$ cat src/rtl/hazard_detect_if.sv
// Hazard unit bundle: pipeline status in from the core, latch flush/enable requests out.
// With HAZARD_PERF_CNT_EN defined, the stall/flush counters are carried here as well.
interface hazard_detect_if #(
  parameter int REG_W = 5
);
  logic             ihit;
  logic             dhit;
  logic             dmem_req;
  logic [REG_W-1:0] dec_rs;
  logic [REG_W-1:0] dec_rt;
  logic [REG_W-1:0] ex_wsel;
  logic             ex_wen;
  logic             ex_mem_to_reg;
  logic [REG_W-1:0] mem_wsel;
  logic             mem_wen;
  logic             mem_branch_taken;
  logic             mem_halt;

  logic             hu_fetch_decode_flush;
  logic             hu_fetch_decode_enable;
  logic             hu_decode_execute_flush;
  logic             hu_decode_execute_enable;
  logic             hu_execute_memory_flush;
  logic             hu_execute_memory_enable;
  logic             hu_memory_write_back_flush;
  logic             hu_memory_write_back_enable;
  logic             hu_decode_execute_conflict;
  logic             hu_decode_memory_conflict;
  logic             hu_is_mem;
  logic             halt;
`ifdef HAZARD_PERF_CNT_EN
  logic [31:0]      stall_cnt;
  logic [31:0]      flush_cnt;
`endif

  modport master (
    output ihit, dhit, dmem_req, dec_rs, dec_rt, ex_wsel, ex_wen, ex_mem_to_reg,
           mem_wsel, mem_wen, mem_branch_taken, mem_halt,
    input  hu_fetch_decode_flush, hu_fetch_decode_enable,
           hu_decode_execute_flush, hu_decode_execute_enable,
           hu_execute_memory_flush, hu_execute_memory_enable,
           hu_memory_write_back_flush, hu_memory_write_back_enable,
           hu_decode_execute_conflict, hu_decode_memory_conflict, hu_is_mem, halt
`ifdef HAZARD_PERF_CNT_EN
    , input stall_cnt, flush_cnt
`endif
  );

  modport slave (
    input  ihit, dhit, dmem_req, dec_rs, dec_rt, ex_wsel, ex_wen, ex_mem_to_reg,
           mem_wsel, mem_wen, mem_branch_taken, mem_halt,
    output hu_fetch_decode_flush, hu_fetch_decode_enable,
           hu_decode_execute_flush, hu_decode_execute_enable,
           hu_execute_memory_flush, hu_execute_memory_enable,
           hu_memory_write_back_flush, hu_memory_write_back_enable,
           hu_decode_execute_conflict, hu_decode_memory_conflict, hu_is_mem, halt
`ifdef HAZARD_PERF_CNT_EN
    , output stall_cnt, flush_cnt
`endif
  );
endinterface

$ cat src/rtl/hazard_detect.sv
// Hazard detection for the 5-stage core: register conflicts plus a stall/flush sequencer.
// Optional stall/flush performance counters are built when HAZARD_PERF_CNT_EN is defined.
//
// state        | meaning
// RUN          | normal issue; hazards evaluated halt > branch > mem wait > load-use
// LOAD_STALL   | one bubble inserted behind a load, waiting for the next advance
// MEM_WAIT     | memory stage waiting for dhit, whole pipe frozen
// BRANCH_FLUSH | extra fetch/decode flush cycles after a taken branch
// HALTED       | pipe frozen until reset
module hazard_detect #(
  parameter int REG_W      = 5,
  parameter int BFLUSH_CYC = 1
) (
  input logic          CLK,
  input logic          nRST,
  hazard_detect_if.slave hif
);

  typedef enum logic [2:0] {
    RUN,
    LOAD_STALL,
    MEM_WAIT,
    BRANCH_FLUSH,
    HALTED
  } state_t;

  localparam logic [1:0] BCNT_LOAD = 2'(BFLUSH_CYC - 1);

  state_t     state_q, state_d;
  logic [1:0] bcnt_q, bcnt_d;

  logic [REG_W-1:0] rs, rt, ex_sel, mem_sel;
  logic             de_conflict, dm_conflict, load_use, adv;

  logic fd_fl, fd_en, de_fl, de_en, em_fl, em_en, mw_fl, mw_en;
  logic branch_evt;

  assign rs      = hif.dec_rs;
  assign rt      = hif.dec_rt;
  assign ex_sel  = hif.ex_wsel;
  assign mem_sel = hif.mem_wsel;

  // $0 is hardwired, so writes to it never create a dependency
  assign de_conflict = hif.ex_wen && (ex_sel != '0) && ((ex_sel == rs) || (ex_sel == rt));
  assign dm_conflict = hif.mem_wen && (mem_sel != '0) && ((mem_sel == rs) || (mem_sel == rt));
  assign load_use    = de_conflict && hif.ex_mem_to_reg;
  assign adv         = hif.ihit && (!hif.dmem_req || hif.dhit);

  always_ff @(posedge CLK or negedge nRST) begin
    if (!nRST) begin
      state_q <= RUN;
      bcnt_q  <= 2'd0;
    end else begin
      state_q <= state_d;
      bcnt_q  <= bcnt_d;
    end
  end

  always_comb begin
    state_d    = state_q;
    bcnt_d     = bcnt_q;
    fd_fl      = 1'b0;
    fd_en      = 1'b0;
    de_fl      = 1'b0;
    de_en      = 1'b0;
    em_fl      = 1'b0;
    em_en      = 1'b0;
    mw_fl      = 1'b0;
    mw_en      = 1'b0;
    branch_evt = 1'b0;

    case (state_q)
      RUN: begin
        if (hif.mem_halt && adv) begin
          mw_en   = 1'b1;
          state_d = HALTED;
        end else if (hif.mem_branch_taken && adv) begin
          branch_evt = 1'b1;
          fd_fl      = 1'b1;
          de_fl      = 1'b1;
          em_fl      = 1'b1;
          mw_en      = 1'b1;
          if (BFLUSH_CYC > 1) begin
            bcnt_d  = BCNT_LOAD;
            state_d = BRANCH_FLUSH;
          end
        end else if (hif.dmem_req && !hif.dhit) begin
          // without ihit the state holds; outputs are all-low either way
          if (hif.ihit) state_d = MEM_WAIT;
        end else if (load_use && adv) begin
          de_fl   = 1'b1;
          em_en   = 1'b1;
          mw_en   = 1'b1;
          state_d = LOAD_STALL;
        end else begin
          fd_en = adv;
          de_en = adv;
          em_en = adv;
          mw_en = adv;
        end
      end

      LOAD_STALL: begin
        fd_en = adv;
        de_en = adv;
        em_en = adv;
        mw_en = adv;
        if (adv) state_d = RUN;
      end

      MEM_WAIT: begin
        if (hif.dhit) begin
          fd_en   = hif.ihit;
          de_en   = hif.ihit;
          em_en   = hif.ihit;
          mw_en   = hif.ihit;
          state_d = RUN;
        end
      end

      BRANCH_FLUSH: begin
        if (hif.mem_halt && adv) begin
          mw_en   = 1'b1;
          bcnt_d  = 2'd0;
          state_d = HALTED;
        end else if (hif.ihit) begin
          fd_fl  = 1'b1;
          de_en  = adv;
          em_en  = adv;
          mw_en  = adv;
          bcnt_d = bcnt_q - 2'd1;
          if (bcnt_q <= 2'd1) state_d = RUN;
        end
      end

      HALTED: begin
      end

      default: state_d = RUN;
    endcase
  end

  // requests are forced low combinationally while reset is held
  assign hif.hu_fetch_decode_flush        = fd_fl && nRST;
  assign hif.hu_fetch_decode_enable       = fd_en && nRST;
  assign hif.hu_decode_execute_flush      = de_fl && nRST;
  assign hif.hu_decode_execute_enable     = de_en && nRST;
  assign hif.hu_execute_memory_flush      = em_fl && nRST;
  assign hif.hu_execute_memory_enable     = em_en && nRST;
  assign hif.hu_memory_write_back_flush   = mw_fl && nRST;
  assign hif.hu_memory_write_back_enable  = mw_en && nRST;
  assign hif.hu_decode_execute_conflict   = de_conflict;
  assign hif.hu_decode_memory_conflict    = dm_conflict;
  assign hif.hu_is_mem                    = hif.ex_mem_to_reg;
  assign hif.halt                         = (state_q == HALTED);

`ifdef HAZARD_PERF_CNT_EN
  logic [31:0] stall_cnt_q, stall_cnt_d;
  logic [31:0] flush_cnt_q, flush_cnt_d;
  logic        stall_evt;

  always_comb begin
    stall_evt   = (state_q == LOAD_STALL) || (state_q == MEM_WAIT) ||
                  ((state_q == RUN) && ((state_d == LOAD_STALL) || (state_d == MEM_WAIT)));
    stall_cnt_d = stall_cnt_q;
    flush_cnt_d = flush_cnt_q;
    if (stall_evt && (stall_cnt_q != 32'hFFFF_FFFF)) stall_cnt_d = stall_cnt_q + 32'd1;
    if (branch_evt && (flush_cnt_q != 32'hFFFF_FFFF)) flush_cnt_d = flush_cnt_q + 32'd1;
  end

  always_ff @(posedge CLK or negedge nRST) begin
    if (!nRST) begin
      stall_cnt_q <= 32'd0;
      flush_cnt_q <= 32'd0;
    end else begin
      stall_cnt_q <= stall_cnt_d;
      flush_cnt_q <= flush_cnt_d;
    end
  end

  assign hif.stall_cnt = stall_cnt_q;
  assign hif.flush_cnt = flush_cnt_q;
`else
  logic unused_branch_evt;
  assign unused_branch_evt = branch_evt;
`endif

endmodule

$ cat src/flat_wrapper.sv
// flat-port wrapper written by rule: the top's interface ports become plain ports
module hazard_detect_flat 
#(
  parameter int REG_W      = 5,
  parameter int BFLUSH_CYC = 1
)
  (CLK, nRST, hif_ihit, hif_dhit, hif_dmem_req, hif_dec_rs, hif_dec_rt, hif_ex_wsel, hif_ex_wen, hif_ex_mem_to_reg, hif_mem_wsel, hif_mem_wen, hif_mem_branch_taken, hif_mem_halt, hif_hu_fetch_decode_flush, hif_hu_fetch_decode_enable, hif_hu_decode_execute_flush, hif_hu_decode_execute_enable, hif_hu_execute_memory_flush, hif_hu_execute_memory_enable, hif_hu_memory_write_back_flush, hif_hu_memory_write_back_enable, hif_hu_decode_execute_conflict, hif_hu_decode_memory_conflict, hif_hu_is_mem, hif_halt);
  hazard_detect_if #(.REG_W(REG_W)) hif_i ();
  input logic CLK;
  input logic nRST;
  input wire logic [$bits(hif_i.ihit)-1:0] hif_ihit;
  input wire logic [$bits(hif_i.dhit)-1:0] hif_dhit;
  input wire logic [$bits(hif_i.dmem_req)-1:0] hif_dmem_req;
  input wire logic [$bits(hif_i.dec_rs)-1:0] hif_dec_rs;
  input wire logic [$bits(hif_i.dec_rt)-1:0] hif_dec_rt;
  input wire logic [$bits(hif_i.ex_wsel)-1:0] hif_ex_wsel;
  input wire logic [$bits(hif_i.ex_wen)-1:0] hif_ex_wen;
  input wire logic [$bits(hif_i.ex_mem_to_reg)-1:0] hif_ex_mem_to_reg;
  input wire logic [$bits(hif_i.mem_wsel)-1:0] hif_mem_wsel;
  input wire logic [$bits(hif_i.mem_wen)-1:0] hif_mem_wen;
  input wire logic [$bits(hif_i.mem_branch_taken)-1:0] hif_mem_branch_taken;
  input wire logic [$bits(hif_i.mem_halt)-1:0] hif_mem_halt;
  output wire logic [$bits(hif_i.hu_fetch_decode_flush)-1:0] hif_hu_fetch_decode_flush;
  output wire logic [$bits(hif_i.hu_fetch_decode_enable)-1:0] hif_hu_fetch_decode_enable;
  output wire logic [$bits(hif_i.hu_decode_execute_flush)-1:0] hif_hu_decode_execute_flush;
  output wire logic [$bits(hif_i.hu_decode_execute_enable)-1:0] hif_hu_decode_execute_enable;
  output wire logic [$bits(hif_i.hu_execute_memory_flush)-1:0] hif_hu_execute_memory_flush;
  output wire logic [$bits(hif_i.hu_execute_memory_enable)-1:0] hif_hu_execute_memory_enable;
  output wire logic [$bits(hif_i.hu_memory_write_back_flush)-1:0] hif_hu_memory_write_back_flush;
  output wire logic [$bits(hif_i.hu_memory_write_back_enable)-1:0] hif_hu_memory_write_back_enable;
  output wire logic [$bits(hif_i.hu_decode_execute_conflict)-1:0] hif_hu_decode_execute_conflict;
  output wire logic [$bits(hif_i.hu_decode_memory_conflict)-1:0] hif_hu_decode_memory_conflict;
  output wire logic [$bits(hif_i.hu_is_mem)-1:0] hif_hu_is_mem;
  output wire logic [$bits(hif_i.halt)-1:0] hif_halt;
  assign hif_i.ihit = hif_ihit;
  assign hif_i.dhit = hif_dhit;
  assign hif_i.dmem_req = hif_dmem_req;
  assign hif_i.dec_rs = hif_dec_rs;
  assign hif_i.dec_rt = hif_dec_rt;
  assign hif_i.ex_wsel = hif_ex_wsel;
  assign hif_i.ex_wen = hif_ex_wen;
  assign hif_i.ex_mem_to_reg = hif_ex_mem_to_reg;
  assign hif_i.mem_wsel = hif_mem_wsel;
  assign hif_i.mem_wen = hif_mem_wen;
  assign hif_i.mem_branch_taken = hif_mem_branch_taken;
  assign hif_i.mem_halt = hif_mem_halt;
  assign hif_hu_fetch_decode_flush = hif_i.hu_fetch_decode_flush;
  assign hif_hu_fetch_decode_enable = hif_i.hu_fetch_decode_enable;
  assign hif_hu_decode_execute_flush = hif_i.hu_decode_execute_flush;
  assign hif_hu_decode_execute_enable = hif_i.hu_decode_execute_enable;
  assign hif_hu_execute_memory_flush = hif_i.hu_execute_memory_flush;
  assign hif_hu_execute_memory_enable = hif_i.hu_execute_memory_enable;
  assign hif_hu_memory_write_back_flush = hif_i.hu_memory_write_back_flush;
  assign hif_hu_memory_write_back_enable = hif_i.hu_memory_write_back_enable;
  assign hif_hu_decode_execute_conflict = hif_i.hu_decode_execute_conflict;
  assign hif_hu_decode_memory_conflict = hif_i.hu_decode_memory_conflict;
  assign hif_hu_is_mem = hif_i.hu_is_mem;
  assign hif_halt = hif_i.halt;
  hazard_detect #(.REG_W(REG_W), .BFLUSH_CYC(BFLUSH_CYC)) u_core (.CLK(CLK), .nRST(nRST), .hif(hif_i));
endmodule
$ cat config.mk
export PLATFORM = sky130hd
export DESIGN_NAME = hazard_detect_flat
export DESIGN_NICKNAME = d
export VERILOG_FILES = /design/src/rtl/hazard_detect_if.sv /design/src/rtl/hazard_detect.sv /design/src/flat_wrapper.sv
export SDC_FILE = /design/constraint.sdc
export NUM_CORES = 1
export LEC_CHECK = 0
export CORE_MARGIN = 10
export CORE_UTILIZATION = 38
export DETAILED_ROUTE_END_ITERATION = 7
export GPL_TIMING_DRIVEN = 0
export HOLD_SLACK_MARGIN = 0.08
export PLACE_DENSITY = 0.78
export RECOVER_POWER = 50
export SLEW_MARGIN = 20
export SYNTH_ARGS = -nofsm -noshare
export SYNTH_HDL_FRONTEND = slang
export SYNTH_SLANG_ARGS = --single-unit
$ cat constraint.sdc
create_clock -name CLK -period 3 [get_ports CLK]
set_input_delay 0.75 -clock CLK [delete_from_list [all_inputs] [get_ports CLK]]
set_output_delay 0.75 -clock CLK [all_outputs]
set_load 0.1 [all_outputs]
==> results of run 1 <==
==> cells in the final DEF, fill, tap and decap left out, drive strengths merged, types with 5 or more instances in the layout <==
master         instances
buf                   23
xor2                  17
dlygate4sd2           13
nor2                  10
clkbuf                10
clkdlybuf4s50          9
o21ai                  7
nor3                   6
nand3                  5
nand2                  5
dfrtp                  5
==> worst max path at each step <==
stage	startpoint	end
global placement	hif_ex_wsel[3]	hif_hu_decode_execute_flush
global route	hif_dec_rt[4]	hif_hu_decode_execute_flush
detailed placement	hif_ex_wsel[3]	hif_hu_decode_execute_flush
floorplan	hif_ex_wsel[3]	hif_hu_decode_execute_conflict
CTS	u_core.state_q[1]$_DFFE_PN0P_	hif_hu_decode_execute_enable
finish	hif_mem_halt	hif_hu_fetch_decode_enable
==> report_power, final <==
group | leakage (nW) | internal, mW | total [mW] | switching [mW]
sequential | 0.0648 | 0.0811 | 0.0938 | 0.0126
clock | 0.0150 | 0.0503 | 0.0783 | 0.0280
combinational | 0.543 | 0.194 | 0.480 | 0.285
total | 0.623 | 0.326 | 0.652 | 0.326
==> through the flow <==
| step | total power, mW | std cells | util (%) | TNS (ps) |
|---|---|---|---|---|
| after CTS | 0.659 | 180 | 73.7 | -19.3 |
| after global routing | 0.690 | 181 | 73.1 | -10.4 |
| after global placement | 0.519 | 169 | 66.5 | -10340 |
| after detailed placement | 0.525 | 169 | 66.5 | -10550 |
| final | 0.652 | 181 | 73.1 | 0 |
| after floorplan | 0.414 | 103 | - | -486 |
==> what timing repair did <==
item                       in CTS  in global routing
pin swaps                      11                  8
setup endpoints to repair      10                  8
hold endpoints to repair        0                  0
gates resized for setup       106                 11
buffers inserted                8                  2
==> final cells by class <==
| class | count | share of cell area [%] |
|---|---|---|
| buffer | 4 | 2.82 |
| clock buffer | 4 | 1.85 |
| inverter | 4 | 1.06 |
| multi-input combinational | 88 | 51.7 |
| sequential | 5 | 8.90 |
| tap | 27 | 2.38 |
| timing repair buffer | 49 | 31.3 |
==> registers in the layout, summed over array words and instances (netlist names) <==
name            count
u_core.bcnt_q       2
u_core.state_q      3
==> per-layer routing <==
| metal | part of all wire [%] | wire length [um] | vias to the layer above | GRT usage (%) |
|---|---|---|---|---|
| met5 | 0 | 0 | - | 0 |
| li1 | - | - | 463 | - |
| met2 | 50 | 1490 | 48 | 25.9 |
| met1 | 41 | 1240 | 444 | 15.0 |
| met4 | 0 | 0 | 0 | 1.87 |
| met3 | 8.9 | 266 | 0 | 4.12 |
==> kinds of logic (layout without fill, tap and decap cells) <==
| group | count (synthesis) | in the layout |
|---|---|---|
| XOR/XNOR | 21 | 21 |
| other | 1 | 1 |
| buffers and inverters | 10 | 61 |
| AND/OR/NAND/NOR | 42 | 42 |
| adder cells (fa/ha/maj) | 1 | 1 |
| AO/OA/AOI/OAI | 22 | 22 |
| flip-flops | 5 | 5 |
| multiplexers | 1 | 1 |
==> flow_metrics.py, run 1 <==
metrics = {
    "logic_synthesis": {
        "synth_top_cell_area_share_pct": 19.3,
        "async_flop_share_pct": 100,
        "syn_area_um2": 771,
        "synth_edf_count": 0,
        "synth_compound_area_share_pct": 18.3,
        "yosys.area_share.xor_xnor_pct": 23.9,
        "yosysSeqAreaShare_pct": 16.2,
        "syn_nets": 134,
        "synth-adder-area-share_pct": 1.62,
        "synth.most_common_cell": "xor2_1",
        "ys_ff_latch": 5,
        "yosys-top-cells-count": "xor2_1 (17), nor2_1 (10), nor3_1 (6), o21ai_0 (6)",
        "synth_top_family_by_area": "simple AND/OR/NAND/NOR gates",
        "synth_cell_types": 36,
        "synth-simple-area-share_pct": 30.0,
        "synth_ff_type": "dfrtp_1",
        "netlist.top_cell.by_area": "xor2_1",
        "synth.area.top_cells": "xor2_1 (19%), dfrtp_1 (16%), nor2_1 (4.9%)",
        "netlist_instances": 103,
        "syn_area_per_cell_um2": 7.48,
        "synthMuxAreaShare_pct": 1.46,
        "yosys_warnings": 0,
    },
    "setup_path": {
        "path_cells": "dlygate4sd2_1 > or3_4 > or3_4 > o2bb2ai_4 > buf_12",
        "arrival_ps": 2220,
        "max_stage_delay_ps": 410,
        "worstRegToRegCells": 6,
        "worstSetupPathType": "in2out",
        "path_depth": 5,
        "rrSetupSlack_ps": 970,
        "start_kind": "primary input",
        "critPathMostFrequentCell": "or3_4",
        "end_kind": "output port",
        "timing.rr.start": "u_core.state_q[2]$_DFFE_PN0P_",
        "cp_max_fo": 5,
        "crit_required_ps": 2250,
        "critPathTopFamily": "simple AND/OR/NAND/NOR gates",
        "slowest_stage": "or3_4",
        "cp.buffers_inverters": 2,
        "r2r-end": "u_core.state_q[1]$_DFFE_PN0P_",
    },
    "placed_design": {
        "dp_hpwl_um": 2220,
        "io_buffers": 39,
        "place_area_um2": 1290,
        "post-place-ws_ps": -1600,
        "gp_congestion": 0.825,
    },
    "global_route": {
        "grt_usage_pct": 13.7,
        "grt_overflow": 0,
        "grt_pass1_vias": 1031,
        "grt_max_degree": 11,
        "grt_pass1_wl_um": 4820,
        "antenna_found_initial": 0,
    },
    "final_layout": {
        "multi_input_area_um2": 734,
        "final_layout_size_suffix_gt1_share_pct": 35.1,
        "nNetsFinal": 186,
        "fillers": 171,
        "fin_area_um2": 1420,
        "area_growth_pct": 84.3,
        "register_area_um2": 126,
        "diodes": 0,
    },
    "sta": {
        "fin_worst_skew_ps": 3.74,
        "setup_ws_ps": 25.8,
        "worst_pin_slew_ps": 968,
        "setup_violations": 0,
        "whs_ps": 499,
        "fmax_mhz": 336,
        "relSlewSlack_pct": 35.3,
        "final_hold_viol_count": 0,
        "finalCriticalPeriod_ps": 2970,
        "maxSlewViolCount": 0,
        "period_share_pct": 99.1,
    },
    "run_status": {
        "status": "completed",
    },
    "power": {
        "leakagePower_nw": 0.623,
        "p_per_area_nw_per_um2": 459,
        "vdd_ir_drop_max_mv": 0.641,
    },
    "die": {
        "row_count": 16,
        "die_area_um2": 4230,
        "core_um2": 1940,
        "ios": 42,
        "die_h_um": 65.0,
        "fp.dieW_um": 65.0,
        "start_util_pct": 39.7,
    },
    "clock_network": {
        "cts-root-buf": "clkbuf_4",
        "path_clk_slew_ps": 50,
        "hold_buffers": 0,
        "cts_max_level": 1,
        "clock_latency_ps": 240,
        "cts.sinks": 5,
        "cts_buffers": 3,
        "tritoncts": "done",
        "clock_path_buffers": 2,
    },
    "route": {
        "vias": 955,
        "postRouteWirelength_um": 3000,
        "wire_per_inst_um": 16.6,
        "drtIter0Drc": 40,
        "viasPerCell": 5.28,
        "drc": 0,
        "ant_nets": 0,
        "drtPass1Iterations": 4,
    },
    "flow_run": {
        "maxCapViolations": 0,
    },
    "worst_hold_path": {
        "hp-class": "in2async",
    },
}
Power figures use the tool's default switching activity.
==> run 2, diff against run 1 <==
--- a/config.mk
+++ b/config.mk
@@ -6,11 +6,11 @@
 export NUM_CORES = 1
 export LEC_CHECK = 0
 export CORE_MARGIN = 10
-export CORE_UTILIZATION = 38
+export CORE_UTILIZATION = 35
 export DETAILED_ROUTE_END_ITERATION = 7
 export GPL_TIMING_DRIVEN = 0
 export HOLD_SLACK_MARGIN = 0.08
-export PLACE_DENSITY = 0.78
+export PLACE_DENSITY = 0.75
 export RECOVER_POWER = 50
 export SLEW_MARGIN = 20
 export SYNTH_ARGS = -nofsm -noshare
==> constraint.sdc (replaced) <==
create_clock -name CLK -period 2.4 [get_ports CLK]
set_input_delay 0.6 -clock CLK [delete_from_list [all_inputs] [get_ports CLK]]
set_output_delay 0.6 -clock CLK [all_outputs]
set_load 0.1 [all_outputs]
==> run 2 against run 1 <==
  * The flow now finishes with violations (setup timing)
  * Flip-flop and latch count unchanged
  * Critical path type is now reg2out
  * Largest power group unchanged
  * Critical path depth up 1
  * Non-clock buffer count up 11
  * Sequential power up 17%
  * Core utilization up 12 points
  * Die area up 5.9%
  * Worst hold slack worse by 270 ps
  * Sequential share of layout area down 1.6 points
  * Clock skew up 1.8 ps
==> flow_metrics.py, run 2 (synthesized netlist as in run 1, its figures left out) <==
metrics = {
    "final_layout": {
        "diodes": 0,
        "fin_area_um2": 1720,
        "fillers": 106,
        "final_layout_size_suffix_gt1_share_pct": 50.3,
        "final_common_cell": "xor2_1",
        "multi_input_area_um2": 855,
        "largest_registers": "u_core.state_q: 3 flops, u_core.bcnt_q: 2 flops",
        "top_register": "u_core.state_q",
        "largest_reg_flops": 3,
        "nNetsFinal": 197,
        "layout_common_cells": "xor2_1 (15), buf_4 (13), buf_6 (11)",
        "register_area_um2": 125,
        "area_growth_pct": 123,
    },
    "clock_network": {
        "path_clk_slew_ps": 60,
        "clock_path_buffers": 2,
        "cts_max_level": 1,
        "cts-root-buf": "clkbuf_4",
        "clock_latency_ps": 260,
        "cts.sinks": 5,
        "tritoncts": "done",
        "hold_buffers": 0,
        "cts_buffers": 3,
    },
    "global_route": {
        "grt_max_degree": 11,
        "grt_pass1_vias": 1037,
        "grt_pass1_wl_um": 4920,
        "grt_usage_pct": 14.0,
        "antenna_found_initial": 0,
        "grt_overflow": 0,
    },
    "placed_design": {
        "io_buffers": 39,
        "dp_hpwl_um": 2100,
        "gp_congestion": 0.820,
        "place_area_um2": 1310,
    },
    "run_status": {
        "violations": "setup timing",
        "status": "finished, violations left",
    },
    "route": {
        "vias": 1103,
        "ant_nets": 0,
        "wire_per_inst_um": 19.4,
        "drtPass1Iterations": 4,
        "viasPerCell": 5.74,
        "postRouteWirelength_um": 3720,
        "drtIter0Drc": 80,
        "drc": 0,
    },
    "setup_path": {
        "worstRegToRegCells": 6,
        "worstSetupPathType": "reg2out",
        "path_cells": "buf_6 > or3_4 > or3_4 > or3_4 > o21ai_4 > buf_12",
        "rrSetupSlack_ps": 330,
        "r2r-end": "u_core.state_q[1]$_DFFE_PN0P_",
        "cp_max_fo": 3,
        "end_kind": "output port",
        "timing.rr.start": "u_core.state_q[1]$_DFFE_PN0P_",
        "start_kind": "flop",
        "arrival_ps": 2310,
        "cp.buffers_inverters": 2,
        "critPathMostFrequentCell": "or3_4",
        "critPathTopFamily": "simple AND/OR/NAND/NOR gates",
        "max_stage_delay_ps": 420,
        "crit_required_ps": 1800,
        "slowest_stage": "or3_4",
    },
    "power": {
        "p_clk_share_pct": 11.3,
        "switchingPower_mw": 0.496,
        "seq_power_share_pct": 11.1,
        "p_int_mw": 0.499,
        "combPwrFrac_pct": 77.7,
        "p_sw_share_pct": 49.9,
        "vdd_ir_drop_max_mv": 0.637,
        "leakagePower_nw": 0.722,
        "p_per_area_nw_per_um2": 579,
    },
    "sta": {
        "relSlewSlack_pct": 63.7,
        "maxSlewViolCount": 0,
        "setup_violations": 7,
        "finalCriticalPeriod_ps": 2910,
        "period_share_pct": 121,
        "worst_pin_slew_ps": 548,
        "fmax_mhz": 343,
        "final_hold_viol_count": 0,
        "fin_worst_skew_ps": 5.55,
        "final.setup.tns_ps": -2750,
        "rsz0062_at_grt": "true",
        "setup_ws_ps": -512,
    },
    "die": {
        "start_util_pct": 38.1,
        "fp.dieW_um": 66.9,
        "row_count": 16,
        "ios": 42,
        "core_um2": 2020,
        "die_h_um": 66.9,
        "die_area_um2": 4480,
    },
    "flow_run": {
        "maxCapViolations": 0,
    },
    "worst_hold_path": {
        "hp-class": "in2async",
    },
}
==> run 2: cell count changes in the layout (fill, tap and decap cells not counted), sizes merged <==
cell and change:
buf +12, clkdlybuf4s15 +9, dlygate4sd2 -8, clkdlybuf4s50 -6, clkbuf +3, dlymetal6s2s +1
==> run 2: power groups by stage <==
stage | registers (mW) | clock network (mW) | logic (mW)
global route | 0.111 | 0.117 | 0.797
global placement | 0.109 | 0 | 0.544
floorplan | 0.109 | 0 | 0.413
finish | 0.110 | 0.112 | 0.772
CTS | 0.109 | 0.102 | 0.653
detailed placement | 0.110 | 0 | 0.552
==> run 2: area by class of cell <==
cell class | count | share of cell area, %
plain buffers | 6 | 3.64
clock buffers | 4 | 1.53
inverters | 4 | 0.875
multi-input cells | 88 | 49.8
flip-flops and latches | 5 | 7.29
well taps | 27 | 1.97
repair buffers | 58 | 34.9
==> run 2: worst reg2reg max path, stage by stage, from the launching register on <==
cell	delay, ps
dfrtp_1	380
buf_6	130
or3_4	360
buf_4	150
or4_4	450
nand3_1	140
mux2_1	330
==> run 2: per-stage QoR <==
stage	std cells	total power, mW	util, %	setup WS [ps]	hold slack, ps
3_3_place_gp	169	0.653	64.9	-1620	497
2_1_floorplan	103	0.521	-	-642	304
6_report	192	0.995	84.9	-512	230
4_1_cts	183	0.864	78.7	-513	504
3_5_place_dp	169	0.662	64.9	-1620	498
5_1_grt	192	1.02	84.9	-538	249
==> run 2: repair_timing <==
| item | in CTS | in global routing |
|---|---|---|
| setup buffers | 10 | 11 |
| pin swaps | 25 | 23 |
| endpoints found under the setup margin | 11 | 9 |
| resized for setup | 143 | 41 |
==> run 2: layer usage <==
layer | wire [um] | track usage [%] | vias to the layer above
li1 | - | - | 482
met1 | 1230 | 14.1 | 500
met2 | 1830 | 24.1 | 93
met3 | 447 | 5.69 | 28
met4 | 213 | 7.69 | 0
met5 | 0 | 0 | -
==> run 2: worst max-delay path by stage <==
| stage | from | end | cells after the start | slack (ps) |
|---|---|---|---|---|
| 3_3_place_gp | hif_dhit | hif_hu_decode_execute_enable | 7 | -1620 |
| 5_1_grt | u_core.state_q[2]$_DFFE_PN0P_ | hif_hu_decode_execute_enable | 6 | -540 |
| 4_1_cts | u_core.state_q[1]$_DFFE_PN0P_ | hif_hu_decode_execute_enable | 6 | -510 |
| 6_report | u_core.state_q[1]$_DFFE_PN0P_ | hif_hu_decode_execute_enable | 6 | -510 |
| 3_5_place_dp | nRST | hif_hu_decode_execute_enable | 6 | -1620 |
| 2_1_floorplan | u_core.state_q[2]$_DFFE_PN0P_ | hif_hu_fetch_decode_enable | 5 | -640 |
==> run 3, diff against run 2 <==
--- a/config.mk
+++ b/config.mk
@@ -6,11 +6,11 @@
 export NUM_CORES = 1
 export LEC_CHECK = 0
 export CORE_MARGIN = 10
-export CORE_UTILIZATION = 35
+export CORE_UTILIZATION = 41
 export DETAILED_ROUTE_END_ITERATION = 7
 export GPL_TIMING_DRIVEN = 0
 export HOLD_SLACK_MARGIN = 0.08
-export PLACE_DENSITY = 0.75
+export PLACE_DENSITY = 0.83
 export RECOVER_POWER = 50
 export SLEW_MARGIN = 20
 export SYNTH_ARGS = -nofsm -noshare
==> constraint.sdc (replaced) <==
create_clock -name CLK -period 3.39 [get_ports CLK]
set_input_delay 0.8475 -clock CLK [delete_from_list [all_inputs] [get_ports CLK]]
set_output_delay 0.8475 -clock CLK [all_outputs]
set_load 0.1 [all_outputs]
==> run 3 against run 2 <==
  * The flow now finishes without violations
  * Critical path depth increased by 2
  * Clock skew decreased by 4.3 ps
  * Total power decreased by 44%
  * Count of clock-buffer cells in the layout unchanged
  * Largest power group unchanged
  * Core utilization decreased by 3.0 points
  * Worst setup slack improved by 550 ps
  * Via count decreased by 13%
  * Die area decreased by 10%
  * Worst hold slack improved by 240 ps
==> flow_metrics.py, run 3 (synthesized netlist as in run 1, its figures left out) <==
metrics = {
    "sta": {
        "finalCriticalPeriod_ps": 3350,
        "final_hold_viol_count": 0,
        "fmax_mhz": 298,
        "fin_worst_skew_ps": 1.30,
        "worst_pin_slew_ps": 979,
        "setup_violations": 0,
        "final.setup.tns_ps": 0,
        "relSlewSlack_pct": 34.5,
        "setup_ws_ps": 36.0,
        "period_share_pct": 98.9,
        "maxSlewViolCount": 0,
    },
    "route": {
        "vias": 965,
        "drtIter0Drc": 53,
        "wire_per_inst_um": 18.5,
        "viasPerCell": 5.39,
        "ant_nets": 0,
        "drc": 0,
        "postRouteWirelength_um": 3320,
        "drtPass1Iterations": 4,
    },
    "global_route": {
        "met1_usage_pct": 15.9,
        "use_met2_pct": 26.6,
        "grt_usage_pct": 15.0,
        "grt_overflow": 0,
        "grt_max_degree": 11,
        "grt_pass1_vias": 1042,
        "antenna_found_initial": 0,
        "grt_pass1_wl_um": 4960,
        "busiest_layer": "met2",
        "met3_usage_pct": 4.59,
    },
    "setup_path": {
        "crit_required_ps": 2540,
        "end_kind": "output port",
        "cp_max_fo": 4,
        "r2r-end": "u_core.state_q[1]$_DFFE_PN0P_",
        "start_kind": "primary input",
        "rrSetupSlack_ps": 1430,
        "timing.rr.start": "u_core.state_q[2]$_DFFE_PN0P_",
        "worstRegToRegCells": 5,
        "arrival_ps": 2510,
        "worstSetupPathType": "in2out",
    },
    "clock_network": {
        "cts_max_level": 1,
        "clock_path_buffers": 2,
        "cts_buffers": 3,
        "path_clk_slew_ps": 40,
        "tritoncts": "done",
        "clock_latency_ps": 240,
        "cts-root-buf": "clkbuf_4",
        "cts.sinks": 5,
        "hold_buffers": 0,
    },
    "final_layout": {
        "fin_util_pct": 81.9,
        "stdcell_count": 179,
        "nNetsFinal": 186,
        "final_common_cell": "clkdlybuf4s50_1",
        "layout_common_cells": "clkdlybuf4s50_1 (16), xor2_1 (15), buf_4 (10)",
        "fin_area_um2": 1430,
        "largest_reg_flops": 3,
        "fillers": 113,
        "top_register": "u_core.state_q",
        "largest_registers": "u_core.state_q: 3 flops, u_core.bcnt_q: 2 flops",
        "register_area_um2": 125,
        "final_layout_size_suffix_gt1_share_pct": 31.8,
        "diodes": 0,
        "multi_input_area_um2": 722,
        "area_growth_pct": 85.4,
    },
    "power": {
        "leakagePower_nw": 0.632,
        "combPwrFrac_pct": 73.8,
        "p_clk_share_pct": 12.3,
        "p_sw_share_pct": 51.5,
        "seq_power_share_pct": 13.9,
        "switchingPower_mw": 0.288,
        "vdd_ir_drop_max_mv": 0.478,
        "p_int_mw": 0.271,
        "p_per_area_nw_per_um2": 391,
    },
    "die": {
        "core_um2": 1750,
        "start_util_pct": 44.2,
        "ios": 42,
        "die_h_um": 63.4,
        "fp.dieW_um": 63.4,
        "row_count": 15,
        "die_area_um2": 4010,
    },
    "placed_design": {
        "io_buffers": 39,
        "place_area_um2": 1230,
        "post-place-ws_ps": -1280,
        "gp_congestion": 0.831,
        "dp.cells": 167,
        "dp_hpwl_um": 2210,
    },
    "worst_hold_path": {
        "hp-class": "in2async",
    },
    "run_status": {
        "status": "completed",
    },
    "flow_run": {
        "maxCapViolations": 0,
    },
}
[run 3: metal layers]
metal,share of wire [%],vias to the layer above
li1,-,458
met1,40,456
met2,53,47
met3,6.1,4
met4,1.1,0
met5,0,-
[run 3: how the worst max path moves through the flow]
stage	slack (ps)	cells after the start	start	to
detailed placement	-1280	7	hif_ex_wsel[3]	hif_hu_decode_execute_flush
global route	-30	8	hif_dec_rs[2]	hif_hu_fetch_decode_enable
CTS	5	5	hif_mem_branch_taken	hif_hu_fetch_decode_flush
finish	40	8	hif_dec_rs[2]	hif_hu_fetch_decode_enable
floorplan	-260	5	hif_ihit	hif_hu_fetch_decode_enable
global placement	-1200	7	hif_dhit	hif_hu_fetch_decode_enable
[run 3: final cells by class]
class / instances / area share, %
clock buffers: 4 / 1.84
flip-flops and latches: 5 / 8.76
plain buffers: 6 / 3.33
repair buffers: 47 / 32.3
well taps: 25 / 2.19
inverters: 4 / 1.05
multi-input cells: 88 / 50.5
[run 3: what timing repair did]
item                       CTS  global route
gates resized for setup     82            14
setup endpoints to repair   10             6
pin swaps                    5             6
setup buffers                5             3
[run 3: metrics by stage]
stage / hold WS [ps] / power [mW]
floorplan: 467 / 0.356
global placement: 482 / 0.446
detailed placement: 496 / 0.455
CTS: 502 / 0.545
global route: 469 / 0.591
finish: 465 / 0.559
[run 3: power by group through the flow]
| stage | Sequential (mW) | Clock [mW] | Combinational, mW |
|---|---|---|---|
| floorplan | 0.0771 | 0 | 0.279 |
| global placement | 0.0774 | 0 | 0.369 |
| detailed placement | 0.0788 | 0 | 0.376 |
| CTS | 0.0784 | 0.0717 | 0.395 |
| global route | 0.0795 | 0.0794 | 0.432 |
| finish | 0.0779 | 0.0687 | 0.412 |
[run 3: worst max-delay path, stage by stage]
cell	delay, ps
clkdlybuf4s50_1	450
xor2_1	160
nor3_1	230
a22oi_2	120
nor3b_4	280
buf_4	160
o2bb2ai_4	70
buf_12	160
